File: src/rtl/arb_pkg.sv
// Shared definitions for the data memory arbiter: FSM state encoding,
// master index constants and the hold-counter width helper.
package arb_pkg;

  // Arbiter FSM states; OWNx means master x drives data_memory this cycle.
  typedef enum logic [1:0] {
    IDLE = 2'd0,
    OWN0 = 2'd1,
    OWN1 = 2'd2
  } arb_state_t;

  // Master indices, as recorded in last_owner.
  localparam logic ARB_M0 = 1'b0;
  localparam logic ARB_M1 = 1'b1;

  // Width needed to hold the values 0..max_hold.
  function automatic int hold_cnt_w(input int max_hold);
    return $clog2(max_hold + 1);
  endfunction

endpackage

File: src/rtl/arb_hold_counter.sv
// Hold counter for the arbiter: counts cycles of the current ownership,
// saturating at MAX_HOLD. clear forces 0 (idle), start forces 1 (a new
// ownership begins this edge), inc advances while ownership continues.
// expired flags that the owner has used its full MAX_HOLD budget.
module arb_hold_counter
  import arb_pkg::*;
#(
  parameter int MAX_HOLD = 8,
  parameter int CNT_W    = hold_cnt_w(MAX_HOLD)
) (
  input  logic             clk,
  input  logic             reset,
  input  logic             clear,
  input  logic             start,
  input  logic             inc,
  output logic [CNT_W-1:0] count,
  output logic             expired
);

  localparam logic [CNT_W-1:0] MAX_CNT = CNT_W'(MAX_HOLD);

  // Count register: clear beats start beats saturating increment.
  always_ff @(posedge clk or posedge reset) begin
    if (reset) begin
      count <= '0;
    end else if (clear) begin
      count <= '0;
    end else if (start) begin
      count <= CNT_W'(1);
    end else if (inc && (count != MAX_CNT)) begin
      count <= count + CNT_W'(1);
    end
  end

  // Budget used up: the owner must hand over if the other master waits.
  always_comb begin
    expired = (count == MAX_CNT);
  end

endmodule

File: src/rtl/data_memory_arbiter.sv
// Two-master arbiter in front of the single-port data_memory.
// Master 0 is the CPU data port, master 1 the DMA/debug master.
// Grants are registered FSM states; address/data routing and read-back
// are combinational from the current grant.
//
// Optional feature: define ARB_ROUND_ROBIN_EN to grant simultaneous
// requests from IDLE to the master that did not own memory last.
// Without it master 0 wins simultaneous requests from IDLE.
//
// Handshake: a master raises req with a/we/wd and holds all of them
// stable until it sees its gnt; the access happens in every cycle in
// which gnt is high (write commits at the edge ending that cycle, read
// data is valid combinationally in that cycle). Without gnt nothing of
// the master reaches memory.
module data_memory_arbiter
  import arb_pkg::*;
#(
  parameter int ADDR_W   = 32,
  parameter int DATA_W   = 32,
  parameter int MAX_HOLD = 8
) (
  input  logic                            clk,
  input  logic                            reset,
  input  logic                            m0_req,
  input  logic                            m0_we,
  input  logic [ADDR_W-1:0]               m0_a,
  input  logic [DATA_W-1:0]               m0_wd,
  output logic                            m0_gnt,
  output logic [DATA_W-1:0]               m0_rd,
  output logic                            cpu_stall,
  input  logic                            m1_req,
  input  logic                            m1_we,
  input  logic [ADDR_W-1:0]               m1_a,
  input  logic [DATA_W-1:0]               m1_wd,
  output logic                            m1_gnt,
  output logic [DATA_W-1:0]               m1_rd,
  output logic [ADDR_W-1:0]               mem_a,
  output logic                            mem_we,
  output logic [DATA_W-1:0]               mem_wd,
  input  logic [DATA_W-1:0]               mem_rd,
  output arb_state_t                      state_dbg,
  output logic [hold_cnt_w(MAX_HOLD)-1:0] hold_cnt_dbg
);

  localparam int CNT_W = hold_cnt_w(MAX_HOLD);

  arb_state_t       state;
  arb_state_t       state_nxt;
  arb_state_t       both_winner;
  logic             cnt_clear;
  logic             cnt_start;
  logic             cnt_inc;
  logic             expired;
  logic [CNT_W-1:0] hold_cnt;

`ifdef ARB_ROUND_ROBIN_EN
  logic last_owner;

  // Remember which master owned memory most recently.
  always_ff @(posedge clk or posedge reset) begin
    if (reset) begin
      last_owner <= ARB_M1;
    end else if (state == OWN0) begin
      last_owner <= ARB_M0;
    end else if (state == OWN1) begin
      last_owner <= ARB_M1;
    end
  end

  // Simultaneous requests go to the master that did not own last.
  always_comb begin
    both_winner = (last_owner == ARB_M0) ? OWN1 : OWN0;
  end
`else
  // Fixed priority: the CPU wins simultaneous requests.
  always_comb begin
    both_winner = OWN0;
  end
`endif

  // State register.
  always_ff @(posedge clk or posedge reset) begin
    if (reset) begin
      state <= IDLE;
    end else begin
      state <= state_nxt;
    end
  end

  // Next-state: grant from IDLE, hand over on req drop or hold expiry.
  always_comb begin
    state_nxt = state;
    case (state)
      IDLE: begin
        if (m0_req && m1_req) begin
          state_nxt = both_winner;
        end else if (m0_req) begin
          state_nxt = OWN0;
        end else if (m1_req) begin
          state_nxt = OWN1;
        end
      end
      OWN0: begin
        if (!m0_req) begin
          state_nxt = m1_req ? OWN1 : IDLE;
        end else if (m1_req && expired) begin
          state_nxt = OWN1;
        end
      end
      OWN1: begin
        if (!m1_req) begin
          state_nxt = m0_req ? OWN0 : IDLE;
        end else if (m0_req && expired) begin
          state_nxt = OWN0;
        end
      end
      default: state_nxt = IDLE;
    endcase
  end

  // Counter control: zero in IDLE, 1 on each new ownership, else count on.
  always_comb begin
    cnt_clear = (state_nxt == IDLE);
    cnt_start = !cnt_clear && (state_nxt != state);
    cnt_inc   = !cnt_clear && !cnt_start;
  end

  arb_hold_counter #(
    .MAX_HOLD (MAX_HOLD),
    .CNT_W    (CNT_W)
  ) u_hold_counter (
    .clk     (clk),
    .reset   (reset),
    .clear   (cnt_clear),
    .start   (cnt_start),
    .inc     (cnt_inc),
    .count   (hold_cnt),
    .expired (expired)
  );

  // Outputs: grants from state, routing and read-back from the grant.
  always_comb begin
    m0_gnt       = (state == OWN0);
    m1_gnt       = (state == OWN1);
    cpu_stall    = m0_req & ~m0_gnt;
    mem_a        = m1_gnt ? m1_a : m0_a;
    mem_wd       = m1_gnt ? m1_wd : m0_wd;
    mem_we       = (m0_gnt & m0_we) | (m1_gnt & m1_we);
    m0_rd        = m0_gnt ? mem_rd : '0;
    m1_rd        = m1_gnt ? mem_rd : '0;
    state_dbg    = state;
    hold_cnt_dbg = hold_cnt;
  end

endmodule

File: config.mk
export PLATFORM = sky130hd
export DESIGN_NAME = data_memory_arbiter
export DESIGN_NICKNAME = d
export VERILOG_FILES = /design/src/rtl/arb_pkg.sv /design/src/rtl/arb_hold_counter.sv /design/src/rtl/data_memory_arbiter.sv
export SDC_FILE = /design/constraint.sdc
export NUM_CORES = 1
export LEC_CHECK = 0
export BUFFER_PORTS_ARGS = -buffer_cell sky130_fd_sc_hd__buf_4
export CORE_AREA = 3 3 117 119
export DETAILED_ROUTE_END_ITERATION = 10
export DIE_AREA = 0 0 120 122
export SYNTH_ARGS = -nofsm -noshare
export SYNTH_HDL_FRONTEND = slang
export SYNTH_SLANG_ARGS = --single-unit
File: constraint.sdc
create_clock -name clk -period 1.25 [get_ports clk]
set_input_delay 0.0625 -clock clk [delete_from_list [all_inputs] [get_ports clk]]
set_output_delay 0.0625 -clock clk [all_outputs]
set_load 0.01 [all_outputs]
Word level (Yosys, flattened, before mapping)
Index checks and enable logic that the tools add are counted.

word-level totals
  latch bits = 0
  memories kept = 0
  bits in read-only memories = 0
  logic and storage cells = 41
  flip-flop bits (word level) = 6
  memory bits (writable) = 0

cells by class
  bitwise gates (word level) = 5
  multipliers = 0
  shift operators = 0
  multiplexer cells = 17
  $lt $le $gt $ge = 0
  reduce and logical (&&, ||, !) cells = 11
  add/sub/neg operators = 1
  divide/modulo/power cells = 0
  equal/unequal tests = 5

operators with widths
  kind                   count
  $mux W32               4
  $mux W2                8
  $mux W4                3
  $logic_and A1 B1 Y1    6
  $pmux W2 S3            1
  $add A4 B1 Y4 const B  1
  $eq A4 B4 Y1 const B   1
  $logic_not A2 Y1       2
  $ne A4 B4 Y1 const B   1
  $and A1 B1 Y1          3
  $reduce_bool A3 Y1     1
  $eq A2 B1 Y1 const B   1
  $eq A2 B2 Y1 const B   1
  $logic_not A1 Y1       2
  $ne A2 B2 Y1           1
  $mux W1                1
  $not A1 Y1             1
  $or A1 B1 Y1           1

Logic depth before layout (Yosys ltp)
Gate-level depths: netlist of the first run.

  word-level depth = 14
  depth in mapped cells = 7
  depth with buffers taken out = 5

Cells and area by module
From an unflattened synthesis of the first run, not the netlist that was laid out.

unflattened totals
  cell total of the unflattened synthesis = 196
  area total of the unflattened synthesis = 1,664.1 um^2

by module, submodules not included
  module               area an instance (um^2)  instances  cells each
  data_memory_arbiter  1,418.9                  1          169
  arb_hold_counter     245.2                    1          27

Least setup slack after synthesis of the first run
No wires, ideal clock.

  path type = reg2reg
  start = reg u_hold_counter.count[0]
  end = reg u_hold_counter.count[2]
  cell stages (with the launch flop) = 6
  required time = 1.173 ns
  library setup time = 0.077 ns
  buffers on the path = 0
  slack = -0.194 ns
  data arrival time = 1.366 ns
  clock period less this slack = 1.444 ns
  cell sequence = dfrtp_1 inv_1 ha_1 and4b_1 o32a_2 a21oi_1

between the ends
  longest elaborated chain between the ends = 12
  elaborated cells on any way between the ends = 21
  classes of those cells = add/sub: 1; eq/ne: 3; mux: 8; reduce/logical: 9

ends and longest elaborated chain
  item                                    RTL line                                                source
  start, declared                         arb_hold_counter.sv:16                                  output logic [CNT_W-1:0] count,
  start signal, assigned                  arb_hold_counter.sv:31                                  count <= count + CNT_W'(1);
  $eq A4 B4 Y1                            arb_hold_counter.sv:37                                  expired = (count == MAX_CNT);
  $logic_and A1 B1 Y1 (on tied branches)  data_memory_arbiter.sv:113, data_memory_arbiter.sv:106
  $mux W2 (on tied branches)              data_memory_arbiter.sv:113, data_memory_arbiter.sv:106
  $mux W2 (on tied branches)              data_memory_arbiter.sv:111, data_memory_arbiter.sv:104
  $pmux W2 S3                             data_memory_arbiter.sv:93                               case (state)
  $logic_not A2 Y1                        data_memory_arbiter.sv:123                              cnt_clear = (state_nxt == IDLE);
  $logic_not A1 Y1                        data_memory_arbiter.sv:124, data_memory_arbiter.sv:125
  $logic_and A1 B1 Y1                     data_memory_arbiter.sv:124                              cnt_start = !cnt_clear && (state_nxt != state);
  $logic_not A1 Y1                        data_memory_arbiter.sv:125                              cnt_inc = !cnt_clear && !cnt_start;
  $logic_and A1 B1 Y1                     data_memory_arbiter.sv:125
  $logic_and A1 B1 Y1                     arb_hold_counter.sv:30                                  end else if (inc && (count != MAX_CNT)) begin
  $reduce_bool A3 Y1 (no source line)     --

Parallel ways exist; a longest one is shown, timed or not. The select of a mux whose other input is x is not followed.
A chain may end at the register's enable or synchronous reset.

Worst setup path in the final report of the first run
  start = reg state[1] (netlist: state_dbg[1])
  end = out mem_we

between the ends
  longest elaborated chain between the ends = 3
  elaborated cells on any way between the ends = 5
  classes of those cells = eq/ne: 2; bitwise: 3

ends and longest elaborated chain
  item                                          RTL line                                                source
  start, declared                               data_memory_arbiter.sv:47                               arb_state_t state;
  start signal, assigned                        data_memory_arbiter.sv:86                               state <= state_nxt;
  $eq A2 B1 Y1 or $eq A2 B2 Y1 (tied branches)  data_memory_arbiter.sv:143, data_memory_arbiter.sv:144
  $and A1 B1 Y1                                 data_memory_arbiter.sv:148                              mem_we = (m0_gnt & m0_we) | (m1_gnt & m1_we);
  $or A1 B1 Y1 (*)                              data_memory_arbiter.sv:148
  end, declared                                 data_memory_arbiter.sv:38                               output logic mem_we,

Every way passes the cells marked *; elsewhere a longest branch is shown, timed or not.

==> results.yml, run 1 <==
run_status:
  status: "complete, but fails checks"
  violations: "negative setup slack"
logic_synthesis:
  yosys.cell_types.count: 29
  synth.net_count: 491
  syn_area_per_cell_um2: 5.18
  synth_area_leader_cell: "nand2_1"
  yosys_register_bits: 6
  ys_seq_area_share_pct: 8.98
  syn_area_mm2: 0.00167
  yosys.area.top_type_share_pct: 44.5
  synth_area_leaders: "nand2_1 (44%), and2_1 (24%), dfrtp_1 (9.0%)"
  ys_warn_count: 0
  netlist_instances: 323
clock_tree:
  insertion_delay_ps: 230
  cts_tree: "built"
  path_clk_slew_ps: 30
  clockRootBuffer: "clkbuf_16"
  clkSinkCount: 6
  clk_path_buf_depth: 2
  cts_htree_levels: 1
  cts_buffers: 3
power_and_ir_drop:
  p_clk_share_pct: 16.8
  switching_share_pct: 36.2
  p_comb_share_pct: 76.1
  ir_drop_mv: 0.487
  powerDensity_mw_per_mm2: 586
  p_leak_uw: 0.00300
  internal_power_uw: 1990
  p_seq_share_pct: 7.1
  p_sw_uw: 1130
floorplanning:
  start_util_pct: 13.2
  pin_count: 304
  rows: 41
  design.core.area_mm2: 0.0127
  die_y_um: 122
  die-area_mm2: 0.0146
  die_w_um: 120
route:
  routed_via_density: 4.03
  vias: 3301
  first_pass_iters: 4
  wl_um: 12600
  drt_first_iter_violations: 72
  ant_nets: 0
  drc_errors: 0
  wl_per_cell_um: 15.4
global_routing:
  grt_overflow: 0
  antenna_found_initial: 0
  grt_usage_pct: 13.9
  grt_max_degree: 28
  grt_pass1_vias: 3143
  grt_pass1_wl_um: 16100
sta:
  final-setup-viol-count: 135
  fin_skew_ps: 2.71
  fin_crit_ps: 1480
  final_max_slew_viol_count: 0
  period_share_pct: 119
  max_freq_mhz: 674
  tightest_slew_ps: 247
  setup_slack_ps: -234
  max-slew-margin-rel_pct: 83.5
  finalHoldViolCount: 0
  rsz0062_at_grt: "yes"
min_path:
  worstHoldPathType: "in2reg"
critical_path:
  critical_path.cell_chain: "nand2b_4 > inv_8 > buf_12 > buf_12 > a22o_1 > buf_6"
  cp_max_fo: 12
  crit_type: "reg2out"
  start_kind: "register"
  cp_common_cell: "buf_12"
  slowest_delay_ps: 410
  end_kind: "primary output"
  crit_arrival_ps: 1420
  critPathRequiredTime_ps: 1190
  cp_slowest_cell: "dfrtp_1"
placement:
  portBuffers: 303
  placed_cell_area_mm2: 0.00418
  place_hpwl_um: 8470
  place_ws_ps: -136
  place_congestion: 0.793
layout:
  num-fill-cells: 1310
  fin_util_pct: 41.9
  drive_gt1_share_pct: 68.3
  area_growth_pct: 218
  finish.net_count: 817
  antenna_cells: 0
  fin_area_mm2: 0.00531
flow_run:
  maxCapViolCount: 0
power groups by stage:
stage          clock network [uW]  logic, uW  registers [uW]
2_1_floorplan                   0        666             234
3_3_place_gp                    0       1770             219
3_5_place_dp                    0       1760             220
4_1_cts                       530       2010             220
5_1_grt                       543       2540             222
6_report                      522       2370             221
worst paths after layout:
| path | startpoint | endpoint | slack, ps | depth (start not counted) |
|---|---|---|---|---|
| worst max-delay path | state_dbg[1] | mem_we | -230 | 6 |
| worst min-delay path | m0_req | state_dbg[0] | 130 | 2 |
| worst max register to register | u_hold_counter.count[0] | u_hold_counter.count[1] | -50 | 5 |
| worst min register to register | u_hold_counter.count[2] | u_hold_counter.count[2] | 740 | 3 |
| max in group asynchronous | reset | u_hold_counter.count[0] | 730 | 3 |
| min in group asynchronous | reset | u_hold_counter.count[2] | 320 | 3 |
repair_timing:
| item | in CTS | in global routing |
|---|---|---|
| pin swaps | 2 | 51 |
| buffers inserted | 9 | 4 |
| hold buffers | 1 | 0 |
| gates cloned | 7 | 5 |
| endpoints found under the hold margin | 6 | 0 |
| setup endpoints to repair | 136 | 138 |
| gates resized for setup | 31 | 159 |
cells in the final DEF, fill, tap and decap left out, types with 2 or more instances in the layout:
cell type / netlist / routed
buf_16: 0 / 7
inv_2: 1 / 2
a21oi_2: 0 / 2
and2_1: 64 / 58
nand2_2: 0 / 51
buf_6: 1 / 48
dfrtp_1: 6 / 6
nand2_1: 198 / 120
and2_4: 0 / 6
nand2b_1: 3 / 2
buf_4: 8 / 273
nand2_4: 0 / 27
nand3b_1: 5 / 5
clkbuf_16: 0 / 8
nor2b_4: 1 / 2
buf_12: 0 / 7
flip-flops by register name, indices dropped and copies added (netlist names):
name,count
u_hold_counter.count,4
state_dbg,2
through the flow:
step,power [uW],hold WS (ps),TNS [ps],std cells
2_1_floorplan,899,-147,-405,323
3_3_place_gp,1980,2.75,-3340,791
3_5_place_dp,1980,3.63,-5300,791
4_1_cts,2760,130,-22780,810
5_1_grt,3300,151,-29510,819
6_report,3110,132,-23160,819
worst max-delay path: cells and delay by family, from the launching register on:
| kind | cells | cell delay [ps] |
|---|---|---|
| AND/OR/NAND/NOR | 1 | 130 |
| buffers and inverters | 4 | 460 |
| AO/OA/AOI/OAI | 1 | 190 |
| flip-flops | 1 | 410 |
cell type report:
type / instances / area (um^2) / share of cell area [%]
clock buffers: 3 / 75.1 / 1.41
inverters: 4 / 22.5 / 0.424
multi-input cells: 293 / 1790 / 33.7
flip-flops and latches: 6 / 150 / 2.83
well taps: 172 / 215 / 4.05
repair buffers: 341 / 3060 / 57.6
metal layers:
metal	track usage (%)	part of all wire [%]	vias to the layer above
met3	4.18	9.6	5
met1	13.6	34	1478
li1	-	-	1635
met4	1.72	0.40	0
met2	28.9	56	183
met5	0	0	-
Yosys cell counts (all sizes together):
| library cell | count |
|---|---|
| o21ai | 2 |
| a21oi | 2 |
| a22o | 1 |
| and4b | 2 |
| and3b | 1 |
| o32a | 1 |
| ha | 2 |
| clkbuf | 4 |
| nand2b | 3 |
| nor2 | 1 |
| inv | 4 |
| a211oi | 2 |
| and4 | 1 |
| or2b | 1 |
| nor3 | 1 |
| xor2 | 1 |
| nand3 | 1 |
| dfrtp | 6 |
| nand3b | 5 |
| o211a | 1 |
| nor2b | 2 |
| buf | 17 |
| nand2 | 198 |
| and2 | 64 |
logic make-up after synthesis:
family / share of synthesized area, %
flops: 8.98
simple gates: 76.6
compound gates: 3.89
fa+ha+maj: 1.50
xor+xnor: 0.524
buf+inv: 8.46
(Power assumes the default switching activity.)
==> run 2, diff against run 1 <==
Clock period 1.25 ns to 1.5 ns, I/O delays scaled along.
==> results.yml, run 2 (same netlist as run 1, synthesis figures left out) <==
run_status:
  status: "finished, final reports clean"
layout:
  finish.net_count: 800
  mostFrequentLayoutCell: "buf_4"
  antenna_cells: 0
  largest_register_ffs: 4
  area_growth_pct: 174
  mostFrequentLayoutCells: "buf_4 (299), nand2_1 (181), and2_1 (61)"
  fin_cells: 802
  regMostFlops: "u_hold_counter.count"
  drive_gt1_share_pct: 56.2
sta:
  finalSetupTns_ps: 0
  max-slew-margin-rel_pct: 83.1
  final-setup-viol-count: 0
  period_share_pct: 99.4
  rsz0062_at_grt: "yes"
  final_max_slew_viol_count: 0
  tightest_slew_ps: 254
  max_freq_mhz: 670
  finalHoldViolCount: 0
  fin_skew_ps: 2.64
  fin_crit_ps: 1490
critical_path:
  crit_arrival_ps: 1420
  ff2ff_path_depth: 5
  rrSetupSlack_ps: 140
  rr_startpoint: "u_hold_counter.count[0]"
  crit_path_start: "state_dbg[0]"
  crit_type: "reg2out"
  cp_max_fo: 35
  end_kind: "primary output"
  rr_endpoint: "u_hold_counter.count[1]"
  critPathRequiredTime_ps: 1420
  start_kind: "register"
placement:
  place_congestion: 0.746
  dp.cells: 785
  place_hpwl_um: 7940
  portBuffers: 303
power_and_ir_drop:
  p_sw_uw: 799
  ir_drop_mv: 0.397
  powerDensity_mw_per_mm2: 490
  p_comb_share_pct: 72.4
  internal_power_uw: 1450
  p_leak_uw: 0.00266
  switching_share_pct: 35.6
  p_seq_share_pct: 8.2
  p_clk_share_pct: 19.5
  power_uw: 2250
global_routing:
  grt_pass1_wl_um: 13900
  antenna_found_initial: 0
  grt_pass1_vias: 2899
  grt_max_degree: 63
  grt_usage_pct: 11.4
  grt_overflow: 0
clock_tree:
  cts_tree: "built"
  cts_buffers: 3
  insertion_delay_ps: 230
  path_clk_slew_ps: 30
  clk_path_buf_depth: 2
  clockRootBuffer: "clkbuf_16"
  clkSinkCount: 6
  cts_htree_levels: 1
floorplanning:
  pin_count: 304
  design.core.area_mm2: 0.0127
  rows: 41
  die_y_um: 122
  start_util_pct: 13.2
  die_w_um: 120
  die-area_mm2: 0.0146
route:
  wl_per_cell_um: 14.0
  wl_um: 11200
  drt_first_iter_violations: 80
  first_pass_iters: 4
  vias: 3116
  drc_errors: 0
  ant_nets: 0
  routed_via_density: 3.89
min_path:
  worstHoldPathType: "in2reg"
  min_to: "state_dbg[0]"
  holdPathStages: 2
  hp-start: "m0_req"
flow_run:
  maxCapViolCount: 0
==> run 2: cell count changes in the layout (fill, tap and decap cells not counted), sizes merged <==
cell,previous run,this run
nor2b,3,2
buf,335,319
==> run 2: worst max-delay path by stage <==
stage	end	slack, ps	depth (start not counted)
after global routing	mem_wd[11]	-40	6
after floorplan	u_hold_counter.count[2]	60	5
final	mem_we	8	5
after global placement	u_hold_counter.count[1]	140	5
after CTS	mem_a[7]	-20	6
after detailed placement	u_hold_counter.count[1]	100	5
==> run 2: cell type report <==
| type | instances | area [um^2] |
|---|---|---|
| Clock buffer | 3 | 75.1 |
| Fill cell | 1350 | 8080 |
| Inverter | 4 | 22.5 |
| Multi-Input combinational cell | 292 | 1450 |
| Sequential cell | 6 | 150 |
| Tap cell | 172 | 215 |
| Timing Repair Buffer | 325 | 2680 |
==> run 2: layer usage <==
metal | vias up | global-route usage, % | part of all wire [%]
li1 | 1597 | - | -
met1 | 1329 | 12.6 | 38
met2 | 185 | 22.0 | 52
met3 | 5 | 3.34 | 9.7
met4 | 0 | 1.50 | 0.37
met5 | - | 0 | 0
==> run 2: power groups by stage <==
| stage | sequential, uW | clock [uW] | combinational, uW |
|---|---|---|---|
| 3_3_place_gp | 183 | 0 | 1450 |
| 5_1_grt | 186 | 451 | 1760 |
| 6_report | 184 | 437 | 1630 |
| 4_1_cts | 183 | 442 | 1480 |
| 2_1_floorplan | 195 | 0 | 554 |
| 3_5_place_dp | 184 | 0 | 1450 |
==> run 2: worst max-delay path, cell delays in order (launching register included) <==
cell	delay, ps
dfrtp_1	380
buf_6	140
nor2b_4	130
buf_12	150
a22o_1	250
buf_6	120
==> run 2: repair_timing <==
| item | CTS | global route |
|---|---|---|
| setup endpoints to repair | 97 | 113 |
| setup buffers | 0 | 3 |
| gates resized for setup | 3 | 39 |
| cloned | 1 | 9 |
| hold buffers | 1 | 0 |
| pin swaps | 0 | 2 |
| hold endpoints to repair | 6 | 0 |
==> run 2: through the flow <==
stage               area (um^2)  utilization, %  worst slack (ps)  hold slack (ps)
floorplan                  1670               -              56.5             -134
finish                     4590            36.2              8.49              142
global route               4590            36.2             -38.4              151
global placement           4150            32.7               137             14.0
detailed placement         4150            32.7               104             24.0
CTS                        4280            33.7             -17.4              144
==> run 3, diff against run 2 <==
Settings changed: RECOVER_POWER from default to 50, TNS_END_PERCENT from default to 100.
==> results.yml, run 3 (same netlist as run 1, synthesis figures left out) <==
critical_path:
  end_kind: "primary output"
  crit_type: "reg2out"
  cp_max_fo: 8
  rrSetupSlack_ps: 140
  crit_arrival_ps: 1420
  start_kind: "register"
  critPathRequiredTime_ps: 1420
route:
  ant_nets: 0
  drc_errors: 0
  routed_via_density: 3.89
  drt_first_iter_violations: 80
  first_pass_iters: 4
  vias: 3122
  wl_um: 11200
  wl_per_cell_um: 14.0
global_routing:
  grt_max_degree: 63
  grt_pass1_vias: 2899
  grt_pass1_wl_um: 13900
  antenna_found_initial: 0
  grt_overflow: 0
  grt_usage_pct: 11.4
layout:
  largest_register_ffs: 4
  antenna_cells: 0
  regMostFlops: "u_hold_counter.count"
  fin_cells: 802
  finish.net_count: 800
  mostFrequentLayoutCell: "buf_4"
  num-fill-cells: 1351
  area_growth_pct: 174
  mostFrequentLayoutCells: "buf_4 (296), nand2_1 (181), and2_1 (61)"
  drive_gt1_share_pct: 55.9
power_and_ir_drop:
  powerDensity_mw_per_mm2: 490
  ir_drop_mv: 0.396
  p_leak_uw: 0.00265
sta:
  max-slew-margin-rel_pct: 83.1
  rsz0062_at_grt: "yes"
  period_share_pct: 99.3
  finalHoldViolCount: 0
  final_max_slew_viol_count: 0
  tightest_slew_ps: 254
  fin_crit_ps: 1490
  final-setup-viol-count: 0
  finalSetupTns_ps: 0
  fin_skew_ps: 2.64
  max_freq_mhz: 671
run_status:
  status: "finished, final reports clean"
min_path:
  worstHoldPathType: "in2reg"
floorplanning:
  start_util_pct: 13.2
  die_w_um: 120
  die-area_mm2: 0.0146
  pin_count: 304
  rows: 41
  design.core.area_mm2: 0.0127
  die_y_um: 122
placement:
  place_hpwl_um: 7940
  place_congestion: 0.746
  dp.cells: 785
  portBuffers: 303
clock_tree:
  cts_tree: "built"
  clkSinkCount: 6
  cts_htree_levels: 1
  cts_buffers: 3
  insertion_delay_ps: 230
  clk_path_buf_depth: 2
  path_clk_slew_ps: 30
  clockRootBuffer: "clkbuf_16"
flow_run:
  maxCapViolCount: 0
[run 3: cell count changes in the layout (fill, tap and decap cells not counted)]
cell and change:
clkbuf_4 +1, clkbuf_1 +2, buf_4 -3
[run 3: worst paths after layout]
path,endpoint,start,depth (start not counted)
setup / recovery,mem_a[21],state_dbg[0],6
hold / removal,state_dbg[0],m0_req,2
setup reg to reg,u_hold_counter.count[1],u_hold_counter.count[0],5
hold reg to reg,u_hold_counter.count[1],u_hold_counter.count[1],3
max in group asynchronous,u_hold_counter.count[1],reset,3
min in group asynchronous,u_hold_counter.count[0],reset,3
[run 3: critical path, stage by stage (launching register included)]
cell       delay (ps)
dfrtp_1           380
nand2b_4          190
buf_8             160
clkbuf_16         180
nand2_1            70
nand2_1            60
buf_4             140
[run 3: stage by stage]
stage	hold slack, ps	instance area (um^2)	total power (uW)	util, %	setup WS [ps]
after global routing	151	4580	2390	36.1	-38.4
after CTS	144	4280	2100	33.7	-17.4
after floorplan	-134	1670	748	-	56.5
after detailed placement	24.0	4150	1630	32.7	104
final	142	4580	2250	36.1	9.76
after global placement	14.0	4150	1630	32.7	137
[run 3: layer usage]
layer | vias up | global-route usage (%) | part of all wire (%)
met5 | - | 0 | 0
met4 | 0 | 1.50 | 0.37
met1 | 1335 | 12.6 | 38
li1 | 1597 | - | -
met3 | 5 | 3.34 | 9.7
met2 | 185 | 22.0 | 52
[run 3: power by group]
part | leakage, uW | total (uW) | internal (uW) | switching [uW]
Sequential | 0.0000777 | 184 | 175 | 9.06
Clock | 0.0000370 | 437 | 342 | 94.5
Combinational | 0.00254 | 1620 | 929 | 696
Total | 0.00265 | 2250 | 1450 | 799
[run 3: final cells by class]
class                           instances  area, um^2  area share, %
Clock buffer                            3        75.1           1.64
Inverter                                4        22.5          0.492
Multi-Input combinational cell        292        1450           31.6
Sequential cell                         6         150           3.28
Tap cell                              172         215           4.70
Timing Repair Buffer                  325        2670           58.3
[run 3: what timing repair did]
action                                  4_1_cts  5_1_grt
endpoints found under the hold margin         6        0
resized for setup                             3       39
endpoints found under the setup margin       97      113
pin swaps                                     0        2
buffers inserted                              0        3
gates cloned                                  1        9
hold buffers                                  1        0
